<file path="config.mk">
export PLATFORM = sky130hd
export DESIGN_NAME = inst_prefetch_queue_flat
export DESIGN_NICKNAME = d
export VERILOG_FILES = /design/src/rtl/inst_prefetch_queue_pkg.sv /design/src/rtl/inst_prefetch_queue_if.sv /design/src/rtl/inst_prefetch_queue_fifo.sv /design/src/rtl/inst_prefetch_queue.sv /design/src/flat_wrapper.sv
export SDC_FILE = /design/constraint.sdc
export NUM_CORES = 1
export LEC_CHECK = 0
export ABC_AREA = 0
export CORE_MARGIN = 10
export CORE_UTILIZATION = 45
export DETAILED_ROUTE_END_ITERATION = 7
export DONT_BUFFER_PORTS = 1
export PLACE_DENSITY = 0.59
export SLEW_MARGIN = 10
export SYNTH_ARGS = -nofsm -noshare
export SYNTH_HDL_FRONTEND = slang
export SYNTH_HIERARCHICAL = 1
export SYNTH_SLANG_ARGS = --single-unit
</file>
<file path="constraint.sdc">
create_clock -name clk -period 9.1 [get_ports clk]
set_input_delay 1.82 -clock clk [delete_from_list [all_inputs] [get_ports clk]]
set_output_delay 1.82 -clock clk [all_outputs]
set_load 0.02 [all_outputs]
</file>
<file path="src/rtl/inst_prefetch_queue_pkg.sv">
// Shared constants for the instruction prefetch queue and its consumers.
// Optional feature macro: IPQ_BYPASS_EN (see inst_prefetch_queue.sv).
package inst_prefetch_queue_pkg;

  localparam int          IPQ_XLEN     = 32;
  localparam logic [31:0] IPQ_RESET_PC = 32'h0000_0000;
  localparam int          INST_BYTES   = 4;
  // Fetch substitutes this when the queue has nothing valid to offer.
  localparam logic [31:0] INST_NOP     = 32'h0000_0013;

  function automatic int ipq_cnt_w(input int depth);
    return $clog2(depth) + 1;
  endfunction

endpackage

</file>
<file path="src/rtl/inst_prefetch_queue_if.sv">
// Memory request/response, redirect and fetch handshake bundle of the prefetch queue.
// master = prefetch queue side, slave = memory/execute/fetch environment.
interface inst_prefetch_queue_if
  import inst_prefetch_queue_pkg::*;
#(
  parameter int XLEN = IPQ_XLEN
);
  logic            imem_req_valid;
  logic [XLEN-1:0] imem_req_addr;
  logic            imem_req_ready;
  logic            imem_rsp_valid;
  logic [XLEN-1:0] imem_rsp_data;
  logic            redirect;
  logic [XLEN-1:0] redirect_pc;
  logic            inst_valid;
  logic [XLEN-1:0] inst_data;
  logic [XLEN-1:0] inst_pc;
  logic            inst_ready;

  modport master (
    output imem_req_valid, imem_req_addr, inst_valid, inst_data, inst_pc,
    input  imem_req_ready, imem_rsp_valid, imem_rsp_data, redirect, redirect_pc, inst_ready
  );

  modport slave (
    input  imem_req_valid, imem_req_addr, inst_valid, inst_data, inst_pc,
    output imem_req_ready, imem_rsp_valid, imem_rsp_data, redirect, redirect_pc, inst_ready
  );
endinterface

</file>
<file path="src/rtl/inst_prefetch_queue_fifo.sv">
// ipq_fifo: DEPTH x W synchronous FIFO with clear; head reads as zero when empty.
// Storage is not reset, only pointers and count.
module ipq_fifo
  import inst_prefetch_queue_pkg::*;
#(
  parameter int DEPTH = 4,
  parameter int W     = 32
) (
  input  logic                     clk,
  input  logic                     reset,
  input  logic                     clear,
  input  logic                     push,
  input  logic [W-1:0]             push_data,
  input  logic                     pop,
  output logic [W-1:0]             head,
  output logic [ipq_cnt_w(DEPTH)-1:0] count
);
  localparam int PW = $clog2(DEPTH);
  localparam logic [PW:0] FULL_CNT = (PW+1)'(DEPTH);

  logic [W-1:0]  mem [DEPTH];
  logic [PW-1:0] wr_ptr, rd_ptr;
  logic          do_push, do_pop, empty;

  assign empty   = (count == '0);
  assign do_pop  = pop && !empty;
  // A push into a full FIFO is only legal when the head leaves in the same cycle.
  assign do_push = push && ((count != FULL_CNT) || do_pop);
  assign head    = empty ? '0 : mem[rd_ptr];

  always_ff @(posedge clk) begin
    if (!reset || clear) begin
      wr_ptr <= '0;
      rd_ptr <= '0;
      count  <= '0;
    end else begin
      if (do_push) wr_ptr <= wr_ptr + PW'(1);
      if (do_pop)  rd_ptr <= rd_ptr + PW'(1);
      count <= count + {{PW{1'b0}}, do_push} - {{PW{1'b0}}, do_pop};
    end
  end

  always_ff @(posedge clk) begin
    if (do_push && !clear) mem[wr_ptr] <= push_data;
  end

endmodule

</file>
<file path="src/rtl/inst_prefetch_queue.sv">
// Instruction prefetch queue: credit-limited sequential fetch, in-order buffering, redirect flush.
// Define IPQ_BYPASS_EN to forward a response straight to inst_* when the queue is empty.
module inst_prefetch_queue
  import inst_prefetch_queue_pkg::*;
#(
  parameter int              DEPTH    = 4,
  parameter int              XLEN     = IPQ_XLEN,
  parameter logic [XLEN-1:0] RESET_PC = XLEN'(IPQ_RESET_PC)
) (
  input  logic                        clk,
  input  logic                        reset,
  inst_prefetch_queue_if.master       bus
);
  localparam int CW = ipq_cnt_w(DEPTH);

  logic [XLEN-1:0]   req_pc;
  logic [CW-1:0]     outstanding, drop_cnt, q_count, pcq_count;
  logic [CW:0]       credit_used;
  logic [XLEN-1:0]   pc_head, q_data, q_pc;
  logic              req_fire, rsp_accept, dropping, rsp_live, bypass_hit, q_empty;

  // Every issued request owns a queue slot until its word is consumed or dropped.
  assign credit_used        = {1'b0, q_count} + {1'b0, outstanding};
  assign bus.imem_req_valid = reset && !bus.redirect && (credit_used < (CW+1)'(DEPTH));
  assign bus.imem_req_addr  = req_pc;
  assign req_fire           = bus.imem_req_valid && bus.imem_req_ready;

  assign rsp_accept = bus.imem_rsp_valid && (outstanding != '0);
  assign dropping   = (drop_cnt != '0);
  assign rsp_live   = rsp_accept && !dropping && !bus.redirect;
  assign q_empty    = (q_count == '0);

`ifdef IPQ_BYPASS_EN
  assign bypass_hit = reset && q_empty && rsp_live;
`else
  assign bypass_hit = 1'b0;
`endif

  assign bus.inst_valid = !q_empty || bypass_hit;
  assign bus.inst_data  = bypass_hit ? bus.imem_rsp_data : q_data;
  assign bus.inst_pc    = bypass_hit ? pc_head : q_pc;

  // PCs of live (non-dropped) requests, in issue order.
  ipq_fifo #(.DEPTH(DEPTH), .W(XLEN)) u_pc_fifo (
    .clk       (clk),
    .reset     (reset),
    .clear     (bus.redirect),
    .push      (req_fire),
    .push_data (req_pc),
    .pop       (rsp_accept && !dropping),
    .head      (pc_head),
    .count     (pcq_count)
  );

  ipq_fifo #(.DEPTH(DEPTH), .W(2*XLEN)) u_inst_fifo (
    .clk       (clk),
    .reset     (reset),
    .clear     (bus.redirect),
    .push      (rsp_live && !(bypass_hit && bus.inst_ready)),
    .push_data ({bus.imem_rsp_data, pc_head}),
    .pop       (bus.inst_ready && !bus.redirect),
    .head      ({q_data, q_pc}),
    .count     (q_count)
  );

  always_ff @(posedge clk) begin
    if (!reset) begin
      req_pc      <= RESET_PC;
      outstanding <= '0;
      drop_cnt    <= '0;
    end else begin
      outstanding <= outstanding + {{(CW-1){1'b0}}, req_fire} - {{(CW-1){1'b0}}, rsp_accept};
      if (bus.redirect) begin
        // Everything still in flight becomes stale, except a response landing now.
        req_pc   <= bus.redirect_pc;
        drop_cnt <= outstanding - {{(CW-1){1'b0}}, rsp_accept};
      end else begin
        if (req_fire) req_pc <= req_pc + XLEN'(INST_BYTES);
        drop_cnt <= drop_cnt - {{(CW-1){1'b0}}, (rsp_accept && dropping)};
      end
    end
  end

  a_rsp_has_owner: assert property (@(posedge clk) disable iff (!reset)
    bus.imem_rsp_valid |-> (outstanding != '0));
  a_inflight_split: assert property (@(posedge clk) disable iff (!reset)
    ({1'b0, pcq_count} + {1'b0, drop_cnt}) == {1'b0, outstanding});

endmodule

</file>
<file path="src/flat_wrapper.sv">
// flat-port wrapper written by rule: the top's interface ports become plain ports
module inst_prefetch_queue_flat import inst_prefetch_queue_pkg::*;
#(
  parameter int              DEPTH    = 4,
  parameter int              XLEN     = IPQ_XLEN,
  parameter logic [XLEN-1:0] RESET_PC = XLEN'(IPQ_RESET_PC)
)
  (clk, reset, bus_imem_req_valid, bus_imem_req_addr, bus_inst_valid, bus_inst_data, bus_inst_pc, bus_imem_req_ready, bus_imem_rsp_valid, bus_imem_rsp_data, bus_redirect, bus_redirect_pc, bus_inst_ready);
  inst_prefetch_queue_if #(.XLEN(XLEN)) bus_i ();
  input  logic clk;
  input  logic reset;
  output wire logic [$bits(bus_i.imem_req_valid)-1:0] bus_imem_req_valid;
  output wire logic [$bits(bus_i.imem_req_addr)-1:0] bus_imem_req_addr;
  output wire logic [$bits(bus_i.inst_valid)-1:0] bus_inst_valid;
  output wire logic [$bits(bus_i.inst_data)-1:0] bus_inst_data;
  output wire logic [$bits(bus_i.inst_pc)-1:0] bus_inst_pc;
  input wire logic [$bits(bus_i.imem_req_ready)-1:0] bus_imem_req_ready;
  input wire logic [$bits(bus_i.imem_rsp_valid)-1:0] bus_imem_rsp_valid;
  input wire logic [$bits(bus_i.imem_rsp_data)-1:0] bus_imem_rsp_data;
  input wire logic [$bits(bus_i.redirect)-1:0] bus_redirect;
  input wire logic [$bits(bus_i.redirect_pc)-1:0] bus_redirect_pc;
  input wire logic [$bits(bus_i.inst_ready)-1:0] bus_inst_ready;
  assign bus_imem_req_valid = bus_i.imem_req_valid;
  assign bus_imem_req_addr = bus_i.imem_req_addr;
  assign bus_inst_valid = bus_i.inst_valid;
  assign bus_inst_data = bus_i.inst_data;
  assign bus_inst_pc = bus_i.inst_pc;
  assign bus_i.imem_req_ready = bus_imem_req_ready;
  assign bus_i.imem_rsp_valid = bus_imem_rsp_valid;
  assign bus_i.imem_rsp_data = bus_imem_rsp_data;
  assign bus_i.redirect = bus_redirect;
  assign bus_i.redirect_pc = bus_redirect_pc;
  assign bus_i.inst_ready = bus_inst_ready;
  inst_prefetch_queue #(.DEPTH(DEPTH), .XLEN(XLEN), .RESET_PC(RESET_PC)) u_core (.clk(clk), .reset(reset), .bus(bus_i));
endmodule
</file>
==> reports/qor.csv, run 1 <==
metric,value,unit
status,completed,
cts.clk_slew.worst_paths,0.06,ns
clock_sinks,440,
synthFlopType,edfxtp_1,
htreeDepth,2,
syn_inst,998,
syn_area_per_cell,17.8,um^2
tritoncts,yes,
dr_total_vias,8781,
drt_pre_antenna_iters,6,
fin_area,19700,um^2
critPathArrivalTime,2.93,ns
rr_startpoint,u_core/u_inst_fifo/count[2],
worstHoldStart,u_core/u_pc_fifo/rd_ptr[1],
syn_nets,1092,
vdd_drop_max,0.118,mV
drive_gt1_frac,0.193,
wirelength,38700,um
async_flop_share,0,
yosysTopAreaCell,edfxtp_1,
synth-edff-count,384,
fin_util,0.506,
io_pins,168,
io_buffers,0,
coreArea,38900,um^2
place_congestion,0.794,
root_buffer,clkbuf_16,
max_slew_margin,0.269,
r2r_setup_slack,5.94,ns
yosysSeqAreaShare,0.710,
clk-insertion-delay-late,0.57,ns
fill_cells,3250,
syn_to_final_growth,10.5,%
postCtsHoldBufs,0,
fin_crit_sh,0.522,
num_rows,72,
dp_hpwl,24100,um
seq_power_share,0.545,
p_leak,0.00621,uW
power.share.switching,0.216,
max_clock_freq,0.211,GHz
clockBufferDepth,3,
drtIter0Drc,577,
dp.cells,1484,
finalNetCount,1107,
power_density,213,nW/um^2
wl_per_cell,24.7,um
worstHoldPathCells,2,
netlist_area,17800,um^2
path_class,reg2out,
rsz0062_at_grt,false,
fin_crit,4.75,ns
viasPerCell,5.61,
dp_slack,4.42,ns
maxCapViolations,0,
synth_cell_types,59,
slew_violations,0,
overflow,0,
numCtsBuffers,45,
fin_cells,1565,
place_area,18300,um^2
internal_power,3290,uW
reg2reg_to,u_core/u_pc_fifo/count[2],
die_h,219,um
grt_pass1_vias,9216,
finalWorstSetupSlack,4.35,ns
die-area,47900,um^2
dieWidth,219,um
setup_viol,0,
gr-usage-all-layers,0.162,
max_stage_delay,0.82,ns
start_util,0.458,
drc_errors,0,
ant_nets,0,
cp_max_fo,45,
p_sw,908,uW
grt_max_degree,67,
grt_pass1_wl,58400,um
reg2reg_depth,14,
yosys_warnings,6,
critical_path_required,7.28,ns
hp-class,reg2reg,
synth_top_area_frac,0.647,
hold_viol,0,
p_clk_frac,0.408,
cp_slowest_cell,buf_4,
antenna_found_initial,4,
post_cts_resized,0,
fin_skew,0.0242,ns
ys_seq_elements,440,
postCtsSetupBuffers,0,
critPathLaunchType,flop,
setup.worst_path.end_class,output port,
p_comb_frac,0.048,
synth_area_leaders,"edfxtp_1, mux4_2, dfxtp_1",
worstMarginPinSlew,1.09,ns
setup-tns-final,0,ns
path_cells,"buf_4, mux4_2, nor2b_1",
min_to,u_core/u_pc_fifo/rd_ptr[1],
[registers in the layout, indices dropped and copies added, names as in the netlist, named ones only]
name	count
u_core/u_pc_fifo/rd_ptr	2
u_core/u_pc_fifo/count	3
u_core/u_pc_fifo/mem	128
u_core/u_inst_fifo/rd_ptr	2
u_core/u_inst_fifo/count	3
u_core/bus.imem_req_addr	32
u_core/u_pc_fifo/wr_ptr	2
u_core/u_inst_fifo/mem	256
u_core/drop_cnt	3
u_core/outstanding	3
u_core/u_inst_fifo/wr_ptr	2
[worst max path at each step]
| stage | start | endpoint | slack (ns) | cells after the start |
|---|---|---|---|---|
| after detailed placement | bus_redirect | u_core/u_inst_fifo/mem[0][18] | 4.42 | 5 |
| after global placement | bus_redirect | u_core/u_inst_fifo/mem[0][40] | 4.51 | 5 |
| final | flop | bus_inst_pc[13] | 4.35 | 3 |
| after floorplan | bus_redirect | u_core/u_inst_fifo/mem[1][0] | 1.26 | 5 |
| after global routing | flop | bus_inst_pc[0] | 4.08 | 3 |
| after CTS | flop | bus_inst_pc[13] | 4.18 | 3 |
[stage by stage]
step                      hold slack [ns]  total power (uW)
after CTS                           0.497              4260
after global placement              0.466              2530
after floorplan                     0.459              2470
final                               0.496              4200
after global routing                0.537              4370
after detailed placement            0.484              2540
[cell usage after synthesis (7+ instances only)]
cell	instances
nand3_1	15
clkbuf_1	23
xor2_1	8
mux4_2	96
nand2_1	31
a21oi_1	27
nor2b_1	95
nor3_1	7
nor3b_1	9
dfxtp_1	56
and2_1	10
nor2_1	29
buf_6	7
o21ai_0	22
a31oi_1	13
inv_1	27
and3_1	9
nand4_1	15
buf_2	13
ha_1	21
edfxtp_1	384
[power by group through the flow]
stage | registers (uW) | clock network [uW] | logic [uW]
4_1_cts | 2290 | 1760 | 204
6_report | 2290 | 1710 | 200
2_1_floorplan | 2310 | 0 | 161
3_5_place_dp | 2330 | 0 | 203
3_3_place_gp | 2330 | 0 | 202
5_1_grt | 2290 | 1850 | 226
[critical path: cells and delay by family, from the launching register on]
kind / cells / cell delay (ns)
buf+inv: 1 / 0.82
mux: 1 / 0.65
flops: 1 / 0.62
simple gates: 1 / 0.23
[per-layer routing]
| layer | share of wire | vias up | track usage |
|---|---|---|---|
| met3 | 0.075 | 48 | 0.0564 |
| li1 | - | 3962 | - |
| met2 | 0.48 | 227 | 0.257 |
| met1 | 0.43 | 4544 | 0.206 |
| met4 | 0.018 | 0 | 0.0508 |
| met5 | 0 | - | 0 |
[cells in the final DEF (no fill, tap or decap), drive strengths merged, types with 3 or more instances in the layout]
cell type | synthesis | routed
bufinv | 0 | 3
ha | 21 | 21
and3 | 9 | 9
nand4 | 16 | 16
and2b | 4 | 4
nand2 | 33 | 33
dfxtp | 56 | 56
mux4 | 96 | 96
inv | 28 | 30
edfxtp | 384 | 384
fa | 3 | 3
clkinv | 0 | 20
o31ai | 3 | 3
diode | 0 | 4
clkbuf | 24 | 51
o311ai | 3 | 3
nor3 | 9 | 9
a21oi | 29 | 29
nor4b | 4 | 4
nor4 | 4 | 4
nand3 | 16 | 16
buf | 26 | 18
mux2i | 4 | 4
and2 | 10 | 10
xnor2 | 3 | 3
nor2 | 29 | 29
or4 | 3 | 3
a31oi | 13 | 13
nor2b | 95 | 95
o21ai | 22 | 22
a211oi | 5 | 5
nor3b | 9 | 9
xor2 | 8 | 8
mux2 | 4 | 4
or3 | 6 | 6
[cell families after synthesis]
| family | share of synthesized area |
|---|---|
| AND/OR/NAND/NOR | 0.0856 |
| AO/OA/AOI/OAI | 0.0296 |
| adder cells (fa/ha/maj) | 0.0181 |
| buffers and inverters | 0.0242 |
| multiplexers | 0.127 |
| XOR/XNOR | 0.00541 |
| flip-flops | 0.710 |
[area by class of cell]
cell class / instances / area, um^2 / area share
antenna: 4 / 10.0 / 0.000508
clock buffer: 51 / 1150 / 0.0583
clock inverter: 26 / 200 / 0.0102
inverter: 28 / 105 / 0.00534
multi-input combinational: 480 / 4780 / 0.243
sequential: 440 / 12700 / 0.643
tap: 518 / 648 / 0.0329
timing repair buffer: 18 / 135 / 0.00686
Note: power is estimated with default switching activity, not from simulation.
==> run 2: changes to the inputs <==
==> constraint.sdc (replaced) <==
create_clock -name clk -period 4.9 [get_ports clk]
set_input_delay 0.98 -clock clk [delete_from_list [all_inputs] [get_ports clk]]
set_output_delay 0.98 -clock clk [all_outputs]
set_load 0.02 [all_outputs]
==> run 2 against run 1 <==
Utilization rose by 0.39 points. Worst hold slack improved by 0.0038 ns. First-iteration DRC count rose by 32%. Critical endpoint is now bus_inst_pc[30]. Highest routed layer unchanged.
==> reports/qor.csv, run 2 (synthesis results as in run 1) <==
metric,value,unit,change
hold_viol,0,,unchanged
maxCapViolations,0,,unchanged
finalNetCount,1115,,"was 1,107"
rsz0062_at_grt,false,,unchanged
largest_register_ffs,256,,unchanged
num_rows,72,,unchanged
hp-class,reg2reg,,unchanged
dp_slack,1.30,ns,was 4.42 ns
dp_hpwl,23600,um,"was 24,100 um"
io_buffers,0,,unchanged
clockBufferDepth,3,,unchanged
clock_sinks,440,,unchanged
numCtsBuffers,46,,was 45
setup-tns-final,0,ns,unchanged
setup.worst_path.end_class,output port,,unchanged
slew_violations,0,,unchanged
ant_nets,0,,unchanged
drt_pre_antenna_iters,5,,was 6
drive_gt1_frac,0.201,,was 0.193
fin_crit_sh,0.731,,
fin_crit,3.58,ns,
power_density,394,nW/um^2,was 213 nW/um^2
syn_to_final_growth,11.4,%,was 10.5%
dr.max_layer_used,met4,,unchanged
start_util,0.458,,unchanged
post_cts_resized,0,,unchanged
die_h,219,um,unchanged
final_cell_mix,"edfxtp_1, mux4_2, nor2b_1",,unchanged
place_congestion,0.795,,was 0.794
postCtsSetupBuffers,0,,unchanged
cts.clk_slew.worst_paths,0.06,ns,about the same
die-area,47900,um^2,unchanged
critical_path_required,3.92,ns,was 7.28 ns
overflow,0,,unchanged
p_leak,0.00631,uW,was 0.00621 uW
cp_slowest_cell,dfxtp_4,,was buf_4
max_clock_freq,0.279,GHz,
coreArea,38900,um^2,unchanged
wirelength,38300,um,"was 38,700 um"
io_pins,168,,unchanged
grt_pass1_wl,58400,um,about the same
max_slew_margin,0.252,,was 0.269
setup_viol,0,,unchanged
layout_commonest_cell,edfxtp_1,,unchanged
antenna_found_initial,1,,was 4
drtIter0Drc,760,,was 577
cp_max_fo,28,,was 45
finalWorstSetupSlack,1.32,ns,was 4.35 ns
drc_errors,0,,unchanged
postCtsHoldBufs,0,,unchanged
fin_skew,0.00980,ns,was 0.0242 ns
top_register,u_core/u_inst_fifo/mem,,unchanged
met2_wirelength,18100,um,"was 18,600 um"
worstMarginPinSlew,1.12,ns,was 1.09 ns
viasPerCell,5.69,,was 5.61
gr-usage-all-layers,0.160,,was 0.162
status,completed,,unchanged
path_class,reg2out,,unchanged
dr_total_vias,8963,,"was 8,781"
path_cells,"buf_4, mux4_2, nor2b_1",,unchanged
critPathLaunchType,flop,,unchanged
clk-insertion-delay-late,0.56,ns,was 0.57 ns
htreeDepth,2,,unchanged
grt_pass1_vias,9235,,"was 9,216"
wl_per_cell,24.3,um,was 24.7 um
critPathArrivalTime,2.60,ns,was 2.93 ns
vdd_drop_max,0.217,mV,was 0.118 mV
dieWidth,219,um,unchanged
root_buffer,clkbuf_16,,unchanged
routed-wl-met3,3170,um,was 2920 um
max_stage_delay,0.77,ns,was 0.82 ns
grt_max_degree,67,,unchanged
m1WireLength,16100,um,"was 16,500 um"
tritoncts,yes,,unchanged
run 2: cell count changes in the layout (fill, tap and decap cells not counted), sizes merged:
cell      previous run  this run
diode                4         2
clkinvlp             1         0
clkinv              20        22
buf                 18        25
inv                 30        29
clkbuf              51        58
bufinv               3         1
run 2: cell type report:
cell class              count  area (um^2)
diodes                      2         5.00
fillers                  3185        19100
inverters                  28          105
repair buffers             25          250
clock inverters            24          136
well taps                 518          648
multi-input cells         480         4790
clock buffers              58         1240
flip-flops and latches    440        12700
run 2: critical path, delay by kind of cell (launching register included):
kind          cells  cell delay (ns)
simple gates      1             0.23
mux               1             0.58
buf+inv           1             0.42
flops             1             0.77
run 2: per-layer routing:
metal,vias up,global-route usage
met5,-,0
met4,0,0.0575
met3,63,0.0469
met2,303,0.251
met1,4621,0.209
li1,3976,-
run 2: stage by stage:
step           area, um^2  power [uW]  hold slack [ns]  utilization  cells
2_1_floorplan       17800        4590            0.459            -    998
3_3_place_gp        18500        4700            0.462        0.474   1491
3_5_place_dp        18500        4710            0.486        0.474   1491
4_1_cts             19800        7930            0.471        0.510   1573
5_1_grt             19800        8120            0.481        0.510   1574
6_report            19800        7820            0.500        0.510   1575
run 2: worst paths after layout:
check                           slack [ns]                         end  cells past startpoint                  startpoint
worst min-delay path                  0.50  u_core/u_pc_fifo/rd_ptr[1]                      2  u_core/u_pc_fifo/rd_ptr[1]
worst max register to register        1.72   u_core/u_pc_fifo/count[2]                     12       u_core/outstanding[1]
worst min register to register        0.50  u_core/u_pc_fifo/rd_ptr[1]                      2  u_core/u_pc_fifo/rd_ptr[1]
worst max-delay path                  1.32             bus_inst_pc[30]                      3                        flop
run 2: where the power goes:
| group | internal (uW) | switching [uW] |
|---|---|---|
| Sequential | 4140 | 105 |
| Combinational | 143 | 232 |
| Clock | 1830 | 1370 |
==> run 3: changes to the inputs <==
==> constraint.sdc (replaced) <==
create_clock -name clk -period 3.68 [get_ports clk]
set_input_delay 0.736 -clock clk [delete_from_list [all_inputs] [get_ports clk]]
set_output_delay 0.736 -clock clk [all_outputs]
set_load 0.02 [all_outputs]
==> run 3 against run 2 <==
Worst setup slack got worse by 0.77 ns. Clock skew up 0.0037 ns. Clock power grew 32%. Count of clock-buffer cells in the layout grew 3. Cell count is 0.38% lower. Non-clock buffer count shrank 2. Sequential share of layout area decreased by 0.19 points. Global-route usage hardly changed. Largest cell class unchanged. Sequential power grew 33%. Via count is 0.37% lower.
==> reports/qor.csv, run 3 (synthesis results as in run 1) <==
metric,value,unit,change
reg2reg_to,u_core/u_pc_fifo/count[2],,unchanged
top_usage_layer,met2,,unchanged
htreeDepth,2,,unchanged
reg2reg_depth,12,,unchanged
die-area,47900,um^2,unchanged
layout_commonest_cell,edfxtp_1,,unchanged
p_clk_frac,0.406,,was 0.409
wl_per_cell,24.6,um,was 24.3 um
rsz0062_at_grt,false,,unchanged
dr_total_vias,8930,,"was 8,963"
drt_pre_antenna_iters,5,,unchanged
final_cell_mix,"edfxtp_1, mux4_2, nor2b_1",,unchanged
fin_cells,1569,,"was 1,575"
tritoncts,yes,,unchanged
worstHoldStart,bus_imem_rsp_data[15],,was u_core/u_pc_fifo/rd_ptr[1]
drc_errors,0,,unchanged
place_congestion,0.804,,was 0.795
syn_to_final_growth,11.7,%,was 11.4%
critPathLaunchType,flop,,unchanged
root_buffer,clkbuf_16,,unchanged
clockBufferDepth,3,,unchanged
dp_hpwl,23100,um,"was 23,600 um"
p_sw,2280,uW,was 1710 uW
hp-class,in2reg,,was reg2reg
drtIter0Drc,609,,was 760
io_pins,168,,unchanged
post_cts_resized,0,,unchanged
seq_power_share,0.543,,about the same
max_clock_freq,0.319,GHz,
critPathArrivalTime,2.40,ns,was 2.60 ns
clock_sinks,440,,unchanged
grt_pass1_wl,58400,um,about the same
setup.worst_path.end_class,output port,,unchanged
overflow,0,,unchanged
critical_path_required,2.94,ns,was 3.92 ns
finalNetCount,1112,,"was 1,115"
max_slew_margin,0.190,,was 0.252
top_register,u_core/u_inst_fifo/mem,,unchanged
viasPerCell,5.69,,about the same
min_to,u_core/u_inst_fifo/mem[1][47],,was u_core/u_pc_fifo/rd_ptr[1]
worstHoldPathCells,0,,was 2
met3_usage,0.0453,,was 0.0469
setup_viol,0,,unchanged
rr_startpoint,u_core/outstanding[1],,unchanged
wirelength,38700,um,"was 38,300 um"
drive_gt1_frac,0.199,,was 0.201
power.share.switching,0.219,,was 0.218
gr-usage-all-layers,0.160,,about the same
hold_viol,0,,unchanged
grt_pass1_vias,9356,,"was 9,235"
setup-tns-final,0,ns,unchanged
use_met2,0.264,,was 0.251
fin_crit_sh,0.851,,
p_comb_frac,0.051,,was 0.048
num_rows,72,,unchanged
cp_max_fo,29,,was 28
whs,0.259,ns,was 0.500 ns
vdd_drop_max,0.302,mV,was 0.217 mV
fin_crit,3.13,ns,
cts.clk_slew.worst_paths,0.06,ns,about the same
r2r_setup_slack,0.59,ns,was 1.72 ns
coreArea,38900,um^2,unchanged
start_util,0.458,,unchanged
ant_nets,0,,unchanged
largest_register_ffs,256,,unchanged
maxCapViolations,0,,unchanged
internal_power,8110,uW,was 6110 uW
numCtsBuffers,45,,was 46
die_h,219,um,unchanged
dieWidth,219,um,unchanged
power_density,522,nW/um^2,was 394 nW/um^2
path_class,reg2out,,unchanged
postCtsHoldBufs,0,,unchanged
postCtsSetupBuffers,0,,unchanged
finalWorstSetupSlack,0.548,ns,was 1.32 ns
dp.cells,1489,,"was 1,491"
slew_violations,0,,unchanged
grt_util_met1,0.203,,was 0.209
fin_area,19900,um^2,"was 19,800 um^2"
status,completed,,unchanged
antenna_found_initial,1,,unchanged
io_buffers,0,,unchanged
dp_slack,0.454,ns,was 1.30 ns
fin_skew,0.0135,ns,was 0.00980 ns
place_area,18500,um^2,about the same
clk-insertion-delay-late,0.57,ns,was 0.56 ns
p_leak,0.00631,uW,about the same
grt_max_degree,67,,unchanged
worstMarginPinSlew,1.21,ns,was 1.12 ns
-- run 3: cell count changes in the layout (fill, tap and decap cells not counted), moves of 3 or more --
cell	before	now
buf_4	20	11
buf_12	5	12
clkinv_1	10	3
clkbuf_1	9	13
clkinv_2	12	9
-- run 3: cell type report --
class,instances,area (um^2)
multi-input combinational,480,4800
fill,3202,19000
inverter,28,105
clock buffer,61,1220
antenna,2,5.00
sequential,440,12700
clock inverter,17,131
timing repair buffer,23,323
tap,518,648
-- run 3: worst max-delay path by stage --
stage | end | slack, ns | cells past startpoint | from
floorplan | u_core/u_pc_fifo/mem[1][0] | -0.98 | 7 | reset
detailed placement | u_core/u_pc_fifo/count[2] | 0.45 | 12 | bus_imem_rsp_valid
global route | bus_inst_data[29] | 0.38 | 4 | flop
finish | bus_inst_data[7] | 0.55 | 4 | flop
global placement | u_core/u_pc_fifo/count[2] | 0.48 | 12 | bus_imem_rsp_valid
CTS | bus_inst_data[7] | 0.45 | 4 | flop
-- run 3: metal layers --
layer / share of wire / vias up
li1: - / 3967
met1: 0.42 / 4633
met2: 0.48 / 273
met3: 0.078 / 57
met4: 0.020 / 0
met5: 0 / -
-- run 3: critical path, cell delays in order (launching register included) --
cell     delay, ns
dfxtp_4       0.70
buf_12        0.28
buf_4         0.23
mux4_2        0.22
nor2b_1       0.37
-- run 3: per-stage QoR --
stage               total power [uW]   util
global placement                6270  0.476
global route                   10800  0.511
detailed placement              6280  0.476
floorplan                       6110      -
CTS                            10500  0.511
finish                         10400  0.511
-- run 3: power groups by stage --
stage / sequential (uW) / combinational (uW) / clock, uW
after floorplan: 5710 / 403 / 0
after global placement: 5740 / 534 / 0
after detailed placement: 5740 / 538 / 0
after CTS: 5640 / 543 / 4330
after global routing: 5650 / 598 / 4530
final: 5640 / 530 / 4210
